<file path="config.mk">
export PLATFORM = sky130hd
export DESIGN_NAME = multi_digit_updown_counter_disp
export DESIGN_NICKNAME = d
export VERILOG_FILES = /design/src/rtl/multi_digit_updown_counter_disp.sv
export SDC_FILE = /design/constraint.sdc
export NUM_CORES = 1
export LEC_CHECK = 0
export ABC_AREA = 0
export CORE_ASPECT_RATIO = 0.8
export CORE_MARGIN = 2
export CORE_UTILIZATION = 45
export CTS_BUF_LIST = sky130_fd_sc_hd__clkbuf_16
export DETAILED_ROUTE_END_ITERATION = 10
export DONT_BUFFER_PORTS = 1
export MAX_ROUTING_LAYER = met4
export PLACE_DENSITY = 0.67
export SLEW_MARGIN = 25
export SYNTH_ARGS = -nofsm -noshare
export SYNTH_HDL_FRONTEND = slang
export SYNTH_SLANG_ARGS = --single-unit
</file>
<file path="constraint.sdc">
create_clock -name clk -period 7.1 [get_ports clk]
set_input_delay 0 -clock clk [delete_from_list [all_inputs] [get_ports clk]]
set_output_delay 0 -clock clk [all_outputs]
set_load 0.1 [all_outputs]
</file>
<file path="src/rtl/multi_digit_updown_counter_disp.sv">
// Multi-digit BCD up/down counter with tick prescaler, synchronous load, terminal-count
// detect and registered active-low 7-segment outputs with optional leading-zero blanking.
module multi_digit_updown_counter_disp #(
    parameter int unsigned NUM_DIGITS = 6,
    parameter int unsigned CLK_DIV    = 25000000,
    parameter int unsigned DIV_W      = 25,
    parameter int unsigned BLANK_LZ   = 1
) (
    input  logic                    clk,
    input  logic                    rst_n,
    input  logic                    en,
    input  logic                    up_dn,
    input  logic                    load,
    input  logic [4*NUM_DIGITS-1:0] load_val,
    output logic                    tick,
    output logic                    tc,
    output logic [4*NUM_DIGITS-1:0] count,
    output logic [8*NUM_DIGITS-1:0] seg
);

    localparam int unsigned CntW = 4 * NUM_DIGITS;
    localparam int unsigned SegW = 8 * NUM_DIGITS;

    localparam logic [DIV_W-1:0] DivLast = DIV_W'(CLK_DIV - 1);
    localparam logic [DIV_W-1:0] DivOne  = DIV_W'(1);

    localparam logic [7:0] SegZero  = 8'b00000011;
    localparam logic [7:0] SegBlank = 8'hFF;

    // Bit 7 is segment a, bit 0 is dp; non-BCD nibbles light nothing.
    function automatic logic [7:0] seg_encode(input logic [3:0] d);
        case (d)
            4'd0:    return 8'b00000011;
            4'd1:    return 8'b10011111;
            4'd2:    return 8'b00100101;
            4'd3:    return 8'b00001101;
            4'd4:    return 8'b10011001;
            4'd5:    return 8'b01001001;
            4'd6:    return 8'b01000001;
            4'd7:    return 8'b00011111;
            4'd8:    return 8'b00000001;
            4'd9:    return 8'b00001001;
            default: return SegBlank;
        endcase
    endfunction

    function automatic logic [SegW-1:0] reset_pattern();
        logic [SegW-1:0] p;
        p = '0;
        for (int i = 0; i < int'(NUM_DIGITS); i++) begin
            p[8*i +: 8] = (BLANK_LZ != 0 && i != 0) ? SegBlank : SegZero;
        end
        return p;
    endfunction

    localparam logic [SegW-1:0] SegReset = reset_pattern();

    logic [DIV_W-1:0] presc_q, presc_d;
    logic [CntW-1:0]  count_q, count_d, count_step;
    logic [SegW-1:0]  seg_q, seg_d;

    assign tick  = en && (presc_q == DivLast);
    assign count = count_q;
    assign seg   = seg_q;

    always_comb begin
        presc_d = presc_q;
        if (load) begin
            presc_d = '0;
        end else if (en) begin
            presc_d = tick ? '0 : presc_q + DivOne;
        end
    end

    // Ripple carry/borrow through the digits; out-of-range nibbles behave like 9 (up) / 0 (down).
    always_comb begin
        logic       carry;
        logic [3:0] digit;
        carry      = 1'b1;
        digit      = '0;
        count_step = count_q;
        for (int i = 0; i < int'(NUM_DIGITS); i++) begin
            digit = count_q[4*i +: 4];
            if (carry) begin
                if (up_dn) begin
                    if (digit >= 4'd9) begin
                        count_step[4*i +: 4] = 4'd0;
                    end else begin
                        count_step[4*i +: 4] = digit + 4'd1;
                        carry                = 1'b0;
                    end
                end else begin
                    if (digit == 4'd0 || digit > 4'd9) begin
                        count_step[4*i +: 4] = 4'd9;
                    end else begin
                        count_step[4*i +: 4] = digit - 4'd1;
                        carry                = 1'b0;
                    end
                end
            end
        end
    end

    always_comb begin
        count_d = count_q;
        if (load) begin
            count_d = load_val;
        end else if (tick) begin
            count_d = count_step;
        end
    end

    always_comb begin
        logic all_nine;
        logic all_zero;
        all_nine = 1'b1;
        all_zero = 1'b1;
        for (int i = 0; i < int'(NUM_DIGITS); i++) begin
            all_nine = all_nine & (count_q[4*i +: 4] == 4'd9);
            all_zero = all_zero & (count_q[4*i +: 4] == 4'd0);
        end
        tc = up_dn ? all_nine : all_zero;
    end

    // Walk from the most significant digit so each digit knows whether anything above is nonzero.
    always_comb begin
        logic       nz_seen;
        logic [3:0] digit;
        nz_seen = 1'b0;
        digit   = '0;
        seg_d   = '0;
        for (int i = int'(NUM_DIGITS) - 1; i >= 0; i--) begin
            digit   = count_q[4*i +: 4];
            nz_seen = nz_seen | (digit != 4'd0);
            if (BLANK_LZ != 0 && i != 0 && !nz_seen) begin
                seg_d[8*i +: 8] = SegBlank;
            end else begin
                seg_d[8*i +: 8] = seg_encode(digit);
            end
        end
    end

    always_ff @(posedge clk or negedge rst_n) begin
        if (!rst_n) begin
            presc_q <= '0;
            count_q <= '0;
            seg_q   <= SegReset;
        end else begin
            presc_q <= presc_d;
            count_q <= count_d;
            seg_q   <= seg_d;
        end
    end

endmodule
</file>
==> results of run 1 <==
[flip-flops by register name (all words and copies together), names as in the netlist]
register and cells:
seg 42, presc_q 25, count 24
[synth_stat cells, types with 15 or more instances]
cell,number
nor2_1,63
inv_1,32
o21ai_0,86
nand3_1,30
a21oi_1,49
nand2_1,78
ha_1,33
clkbuf_1,31
dfstp_2,36
dfrtp_1,55
xor2_1,15
nand4_1,20
[worst max-delay path by stage]
stage / depth (start not counted) / slack [ns] / to / start
global route: 9 / 2.64 / tc / count[17]
detailed placement: 9 / 3.39 / tc / count[17]
CTS: 9 / 3.00 / tc / count[16]
global placement: 9 / 3.66 / tc / count[17]
finish: 9 / 2.98 / count[17] / count[1]
floorplan: 6 / 2.12 / tc / count[4]
[where the power goes]
part	internal (W)	switching [W]	total, W
Combinational	0.000125	0.000279	0.000404
Sequential	0.000602	0.000351	0.000953
Clock	0.000232	0.000200	0.000432
[layout make-up]
cell class | count | area [sq um] | area share (%)
Timing Repair Buffer | 64 | 638 | 9.29
Multi-Input combinational cell | 540 | 3300 | 48.0
Inverter | 34 | 128 | 1.86
Clock buffer | 9 | 225 | 3.28
Tap cell | 175 | 219 | 3.19
Clock inverter | 7 | 36.3 | 0.528
Sequential cell | 91 | 2330 | 33.8
[logic make-up after synthesis]
| logic type | count (synthesis) |
|---|---|
| XOR/XNOR | 21 |
| multiplexers | 11 |
| buffers and inverters | 79 |
| other | 1 |
| adder cells (fa/ha/maj) | 33 |
| flip-flops | 91 |
| AO/OA/AOI/OAI | 213 |
| AND/OR/NAND/NOR | 256 |
[metrics by stage]
step / worst slack, ns / area [sq um] / instances / utilization, %
2_1_floorplan: 2.12 / 5950 / 710 / -
3_3_place_gp: 3.66 / 6140 / 860 / 47.7
3_5_place_dp: 3.39 / 6140 / 860 / 47.7
4_1_cts: 3.00 / 6870 / 920 / 53.4
5_1_grt: 2.64 / 6870 / 920 / 53.4
6_report: 2.98 / 6870 / 920 / 53.4
[metal layers]
metal	GRT usage, %	wire, microns
met5	-	0
met1	33.2	7680
met3	6.71	1320
met4	7.68	262
met2	36.4	7110
[worst max-delay path, stage by stage, from the launching register on]
cell and delay (ns):
dfrtp_1 1.04, inv_1 0.37, ha_1 0.38, nor2_1 0.15, o21ai_0 0.25, a211oi_4 0.59
nand4_2 0.31, nand4b_1 0.28, nand3_1 0.12, dlygate4sd3_1 0.57
==> out/results.tsv, run 1 <==
stage	metric	value	unit
drt	drcViolationCount	0	
drt	via_per_inst	6.02	
drt	vias	5539	
yosys	netlist_instances	705	
min_path	hold_start	load	
worst_setup_path	required	7.38	ns
floorplan	die_area	14100	sq um
run	maxCapViolCount	0	
floorplan	initial_utilization	46.1	%
sta	period_share	58.1	%
grt	grt_usage	24.7	%
sta	finalSetupTns	0	ns
sta	tightest_slew	1.07	ns
cts	post_cts_buffers	0	
cts	clock-sinks	91	
placement	gp_congestion	0.924	
yosys	yosys-top-cells-area	dfrtp_1 23%, dfstp_2 16%, o21ai_0 7.3%, ha_1 7.0%, nand2_1 4.9%	
final_layout	diodes	0	
final_layout	layout_commonest_cell	o21ai_0	
yosys	synth_edf_count	0	
cts	clk_pin_slew	0.06	ns
yosys	synth_top_area_share	23.2	%
grt	antenna_found_initial	0	
cts	cts_resized	0	
grt	grt_pass1_wl	27000	microns
worst_setup_path	cp_max_fo	8	
final_layout	drive_above_1_share	12.1	%
floorplan	core_area	12900	sq um
worst_setup_path	worst_setup_path_start_kind	flop	
floorplan	ios	103	
power	irDropWorstVdd	0.172	mV
yosys	ys.flop_type	dfrtp_1	
yosys	synth_compound_area_share	21.9	%
drt	finalWirelength	16400	microns
floorplan	die_w	132	microns
grt	grt-ovfl-total	0	
status	status	finished with violations	
final_layout	area_growth	15.9	%
power	leakage	2.87	nW
sta	fmax	243	MHz
worst_setup_path	endpoint_kind	flop	
worst_setup_path	worstPathArrival	4.41	ns
min_path	whs_path_depth	2	
floorplan	std_cell_rows	37	
yosys	synth.avg_cell_area	8.41	sq um
sta	slew_violations	0	
drt	firstDrtPassIters	6	
yosys	synth_area	5930	sq um
grt	grt_pass1_vias	5163	
placement	hpwl	11000	microns
worst_setup_path	rrSetupSlack	2.98	ns
yosys	yosys.area_share.simple	21.4	%
final_layout	nNetsFinal	802	
worst_setup_path	reg2reg_from	count[1]	
drt	drt_iter0_drc	529	
yosys	yosys.area_share.xor_xnor	3.10	%
sta	hold_slack	-0.00379	ns
worst_setup_path	ff2ff_path_depth	9	
worst_setup_path	r2r_end	count[17]	
sta	skew	0.00874	ns
yosys	synth.distinct_cells	72	
cts	ctsLongestPathBuffers	2	
sta	setup-violations-final	0	
drt	antenna_left	0	
final_layout	fillCellCount	1205	
cts	cts_made_buffers	9	
yosys	synth_seq_cells	91	
yosys	synth_top_area_cell	dfrtp_1	
power	power.density	260	nW/um^2
floorplan	fp.dieH	107	microns
sta	hold_viol_final	2	
yosys	synthAdderAreaFrac	6.96	%
cts	h-tree-depth	3	
placement	port_buffers	0	
status	violations	negative hold slack	
yosys	synth-async-reset-ratio	100	%
min_path	holdPathEnd	count[0]	
yosys	synth_top_family_by_area	compound AO/OA/AOI/OAI gates	
cts	cts_tree	yes	
yosys	yosys_warnings	0	
final_layout	layout_common_cells	86 x o21ai_0, 78 x nand2_1, 63 x nor2_1	
grt	grt_max_degree	92	
cts	clockRootBuffer	clkbuf_16	
cts	hold_buffers	44	
sta	grt_setup_unrepaired	no	
yosys	yosys-mux-area-fraction	1.86	%
yosys	synth-seq-area-share	39.2	%
worst_setup_path	crit_type	flop to flop	
cts	clk-insertion-delay-late	0.35	ns
min_path	hold_path_class	primary input to flop	
drt	wl_per_cell	17.8	microns
sta	slew_headroom	27.7	%
power	finalPower	0.00179	W
sta	fin_crit	4.12	ns
Power figures use the tool's default switching activity.
==> run 2, diff against run 1 <==
Clock period 7.1 ns to 4.22 ns, I/O delays scaled along.
==> run 2 against run 1 <==
Net effect:
- the flow now finishes without violations
- largest power group unchanged
- critical endpoint is now tc
- clock power is 83% higher
- final cell count up 0.43%
- die area did not move
- global-route usage is 0.27 points lower
- via count fell by 0.51%
- sequential share of layout area fell by 0.25 points
- design area rose by 0.58%
- clock skew rose by 0.0047 ns
- register-to-register slack worse by 2.2 ns
==> out/results.tsv, run 2 (same netlist as run 1, synthesis figures left out) <==
stage	metric	value	unit	change
placement	place_ws	0.789	ns	-2.60 ns
drt	via_per_inst	5.96		-0.94%
worst_setup_path	cp_max_fo	9		+1
sta	slew_violations	0		unchanged
floorplan	die_area	14100	sq um	unchanged
floorplan	fp.dieH	107	microns	unchanged
run	maxCapViolCount	0		unchanged
final_layout	layout_commonest_cell	o21ai_0		
cts	hold_buffers	43		-2.3%
cts	ctsLongestPathBuffers	2		unchanged
status	status	completed		
grt	grt_max_degree	92		unchanged
grt	grt_pass1_vias	5053		-2.1%
final_layout	fillCellCount	1189		-1.3%
worst_setup_path	path_buf_inv	3		+1
final_layout	nNetsFinal	806		+0.50%
sta	grt_setup_unrepaired	no		
min_path	hold_path_class	primary input to flop		
sta	slew_headroom	36.7	%	+8.9 points
grt	grt-ovfl-total	0		unchanged
cts	clk_pin_slew	0.06	ns	about the same
final_layout	drive_above_1_share	12.1	%	+0.069 points
worst_setup_path	ff2ff_path_depth	8		-1
worst_setup_path	required	4.22	ns	-3.16 ns
sta	hold_slack	0.0124	ns	+0.0162 ns
worst_setup_path	cp.depth	10		+1
worst_setup_path	cp_common_cell	buf_4		
cts	clockRootBuffer	clkbuf_16		
worst_setup_path	worst_setup_path_start_kind	flop		
floorplan	initial_utilization	46.1	%	unchanged
worst_setup_path	critPathMaxStageDelay	0.53	ns	-0.51 ns
drt	antenna_left	0		unchanged
cts	post_cts_buffers	0		unchanged
cts	cts_resized	0		unchanged
placement	dpl_cell_area	6170	sq um	+0.47%
drt	firstDrtPassIters	5		-1
power	leakage	2.94	nW	+2.2%
worst_setup_path	worstPathCellList	buf_4, inv_1, ha_1, nor3b_1, nand3_1, nand3b_1, nor2_1, nand2_1, o41ai_4, buf_4		
cts	h-tree-depth	3		unchanged
final_layout	final_area	6910	sq um	+0.58%
drt	drt_iter0_drc	624		+18%
sta	period_share	91.2	%	
floorplan	std_cell_rows	37		unchanged
worst_setup_path	endpoint_kind	output pin		
placement	hpwl	11300	microns	+2.6%
worst_setup_path	cp_top_family	simple AND/OR/NAND/NOR gates		
sta	finalSetupTns	0	ns	unchanged
floorplan	die_w	132	microns	unchanged
min_path	whs_path_depth	2		unchanged
cts	clk-insertion-delay-late	0.35	ns	about the same
worst_setup_path	crit_type	flop to output pin		
final_layout	layout_common_cells	86 x o21ai_0, 78 x nand2_1, 63 x nor2_1		
cts	cts_made_buffers	9		unchanged
worst_setup_path	worst_path_max_delay_cell	nor3b_1		
sta	setup_ws	0.371	ns	-2.61 ns
drt	drcViolationCount	0		unchanged
floorplan	ios	103		unchanged
sta	skew	0.0134	ns	+0.00467 ns
placement	port_buffers	0		unchanged
floorplan	core_area	12900	sq um	unchanged
power	power.density	446	nW/um^2	+71%
final_layout	fin_util	53.7	%	+0.31 points
drt	finalWirelength	16600	microns	+1.4%
cts	cts_tree	yes		
cts	clock-sinks	91		unchanged
sta	hold_viol_final	0		-2
final_layout	diodes	0		unchanged
sta	fin_crit	3.85	ns	
sta	tightest_slew	0.950	ns	-0.124 ns
grt	grt_usage	24.4	%	-0.27 points
sta	setup-violations-final	0		unchanged
drt	vias	5511		-0.51%
drt	wl_per_cell	18.0	microns	+0.96%
worst_setup_path	worstPathArrival	3.85	ns	-0.56 ns
grt	antenna_found_initial	0		unchanged
grt	grt_pass1_wl	26800	microns	-0.53%
power	irDropWorstVdd	0.299	mV	+74%
placement	gp_congestion	0.873		-5.4%
sta	fmax	260	MHz	
final_layout	area_growth	16.6	%	
final_layout	largest_reg_flops	42		unchanged
## run 2: worst paths after layout
kind | endpoint | slack [ns] | start
setup reg to reg | count[16] | 0.73 | count[3]
min in group asynchronous | count[20] | 0.21 | rst_n
hold reg to reg | presc_q[22] | 0.50 | presc_q[22]
setup / recovery | tc | 0.37 | count[17]
hold / removal | count[19] | 0.01 | load
max in group asynchronous | seg[33] | 3.59 | rst_n
## run 2: layout make-up
class                      instances  area, sq um  share of cell area [%]
sequential                        91         2320                    33.6
inverter                          34          128                    1.85
clock buffer                       9          225                    3.26
multi-input combinational        540         3310                    47.9
tap                              175          219                    3.17
timing repair buffer              68          646                    9.34
clock inverter                     7         61.3                   0.887
## run 2: report_power, final
part           internal (W)  switching [W]  leakage (nW)
Clock              0.000452       0.000339         0.143
Combinational      0.000214       0.000504          1.71
Sequential          0.00101       0.000562          1.09
Total               0.00168        0.00141          2.94
## run 2: layer usage
layer | vias to the layer above | track usage [%] | part of all wire [%]
li1 | 2586 | - | -
met1 | 2645 | 35.6 | 49
met2 | 253 | 33.3 | 42
met3 | 27 | 5.67 | 7.8
met4 | 0 | 7.91 | 1.9
met5 | - | - | 0
## run 2: stage by stage
stage / instances / power [W]
floorplan: 710 / 0.00210
global placement: 865 / 0.00222
detailed placement: 865 / 0.00223
CTS: 924 / 0.00309
global route: 924 / 0.00321
finish: 924 / 0.00308
==> run 3, diff against run 2 <==
Clock period 4.22 ns to 3.6 ns, I/O delays scaled along.
==> run 3 against run 2 <==
Net effect:
- count of clock-buffer cells in the layout did not move
- combinational power up 17%
- first-iteration DRC count is 24% higher
- sequential share of layout area up 0.14 points
- clock power increased by 5.7%
- via count is 1.5% higher
- core utilization fell by 0.22 points
- die area unchanged
- critical path depth shrank 1
- final cell count is 0.11% higher
- largest cell class unchanged
==> out/results.tsv, run 3 (same netlist as run 1, synthesis figures left out) <==
stage	metric	value	unit	change
floorplan	fp.dieH	107	microns	unchanged
worst_setup_path	path_buf_inv	2		-1
sta	slew_headroom	31.2	%	-5.4 points
power	irDropWorstVdd	0.389	mV	+30%
cts	cts_resized	0		unchanged
final_layout	drive_above_1_share	12.1	%	-0.016 points
cts	h-tree-depth	3		unchanged
drt	antenna_left	0		unchanged
placement	dpl_cell_area	6180	sq um	+0.24%
worst_setup_path	worstPathArrival	3.56	ns	-0.29 ns
worst_setup_path	required	3.89	ns	-0.33 ns
final_layout	largest_reg_flops	42		unchanged
cts	ctsLongestPathBuffers	2		unchanged
cts	cts_made_buffers	9		unchanged
drt	drcViolationCount	0		unchanged
sta	setup_ws	0.329	ns	-0.0416 ns
worst_setup_path	worstPathCellList	inv_1, ha_1, or2_2, a21oi_1, a2bb2oi_2, nand4_2, or3_1, nand3_1, dlygate4sd3_1		
placement	gp_congestion	0.909		+4.1%
worst_setup_path	reg2reg_from	count[4]		
grt	grt_pass1_wl	27000	microns	+0.54%
final_layout	diodes	0		unchanged
worst_setup_path	worst_path_max_delay_cell	dlygate4sd3_1		
worst_setup_path	critPathMaxStageDelay	0.54	ns	about the same
worst_setup_path	cp.depth	9		-1
final_layout	layout_common_cells	86 x o21ai_0, 78 x nand2_1, 63 x nor2_1		
final_layout	nNetsFinal	807		+0.12%
worst_setup_path	cp_max_fo	11		+2
power	leakage	2.93	nW	-0.18%
floorplan	std_cell_rows	37		unchanged
worst_setup_path	ff2ff_path_depth	9		+1
floorplan	initial_utilization	46.1	%	unchanged
grt	antenna_found_initial	0		unchanged
worst_setup_path	cp_top_family	simple AND/OR/NAND/NOR gates		
drt	drt_iter0_drc	771		+24%
placement	hpwl	11100	microns	-1.5%
final_layout	layout_commonest_cell	o21ai_0		
sta	skew	0.0120	ns	-0.00136 ns
final_layout	final_area	6880	sq um	-0.42%
sta	tightest_slew	1.02	ns	+0.0721 ns
floorplan	core_area	12900	sq um	unchanged
grt	grt_pass1_vias	5228		+3.5%
drt	via_per_inst	6.05		+1.4%
cts	clk_pin_slew	0.06	ns	about the same
drt	wl_per_cell	17.7	microns	-1.6%
min_path	whs_path_depth	2		unchanged
min_path	hold_start	load		
placement	place_ws	0.783	ns	-0.00536 ns
grt	grt_max_degree	92		unchanged
floorplan	die_w	132	microns	unchanged
sta	fmax	306	MHz	
floorplan	ios	103		unchanged
cts	clockRootBuffer	clkbuf_16		
power	power.density	511	nW/um^2	+15%
cts	cts_tree	yes		
sta	grt_setup_unrepaired	no		
drt	vias	5596		+1.5%
final_layout	fin_util	53.5	%	-0.22 points
grt	grt-ovfl-total	0		unchanged
sta	period_share	90.9	%	
sta	setup-violations-final	0		unchanged
cts	clock-sinks	91		unchanged
final_layout	area_growth	16.1	%	
drt	firstDrtPassIters	5		unchanged
worst_setup_path	crit_type	flop to flop		
placement	port_buffers	0		unchanged
status	status	completed		
worst_setup_path	endpoint_kind	flop		
drt	finalWirelength	16300	microns	-1.5%
sta	fin_crit	3.27	ns	
grt	grt_usage	24.5	%	+0.071 points
worst_setup_path	worst_setup_path_start_kind	flop		
sta	hold_viol_final	0		unchanged
sta	finalSetupTns	0	ns	unchanged
sta	slew_violations	0		unchanged
min_path	hold_path_class	primary input to flop		
cts	clk-insertion-delay-late	0.35	ns	about the same
worst_setup_path	crit_start	count[4]		
floorplan	die_area	14100	sq um	unchanged
run	maxCapViolCount	0		unchanged
run 3: layout make-up:
cell class,instances,area [sq um]
fillers,1183,5990
inverters,34,128
multi-input cells,540,3310
flip-flops and latches,91,2320
repair buffers,69,651
clock buffers,9,225
well taps,175,219
clock inverters,7,27.5
run 3: worst paths after layout:
kind,endpoint,slack [ns]
worst max-delay path,count[20],0.33
worst min-delay path,count[2],0.02
worst max register to register,count[20],0.33
worst min register to register,presc_q[22],0.50
max in group asynchronous,seg[39],2.95
min in group asynchronous,count[20],0.26
run 3: layer usage:
layer / vias to the layer above / global-route usage (%) / wire length, microns
met2: 274 / 35.5 / 7150
met4: 0 / 7.68 / 325
met1: 2686 / 34.4 / 7620
met5: - / - / 0
li1: 2597 / - / -
met3: 39 / 5.11 / 1250
run 3: metrics by stage:
stage | total power (W) | instances | hold WS, ns
2_1_floorplan | 0.00246 | 710 | -0.296
3_3_place_gp | 0.00260 | 867 | -0.293
3_5_place_dp | 0.00261 | 867 | -0.293
4_1_cts | 0.00353 | 925 | 0.000841
5_1_grt | 0.00368 | 925 | 0.0247
6_report | 0.00352 | 925 | 0.0212
run 3: power by group:
part	total, W	switching (W)	internal (W)
Sequential	0.00184	0.000655	0.00119
Combinational	0.000840	0.000589	0.000251
Clock	0.000836	0.000384	0.000452
Total	0.00352	0.00163	0.00189
run 3: what timing repair did:
action,in CTS,in global routing
buffers inserted,0,0
endpoints found under the hold margin,116,0
hold buffers,42,0
run 3: worst reg2reg max path, delay by kind of cell, from the launching register on:
kind	cells	cell delay (ns)
DFF	1	0.53
AOI/OAI and AO/OA	2	0.61
buffers and inverters	2	0.68
adders and majority gates	1	0.31
and+or+nand+nor	4	1.09
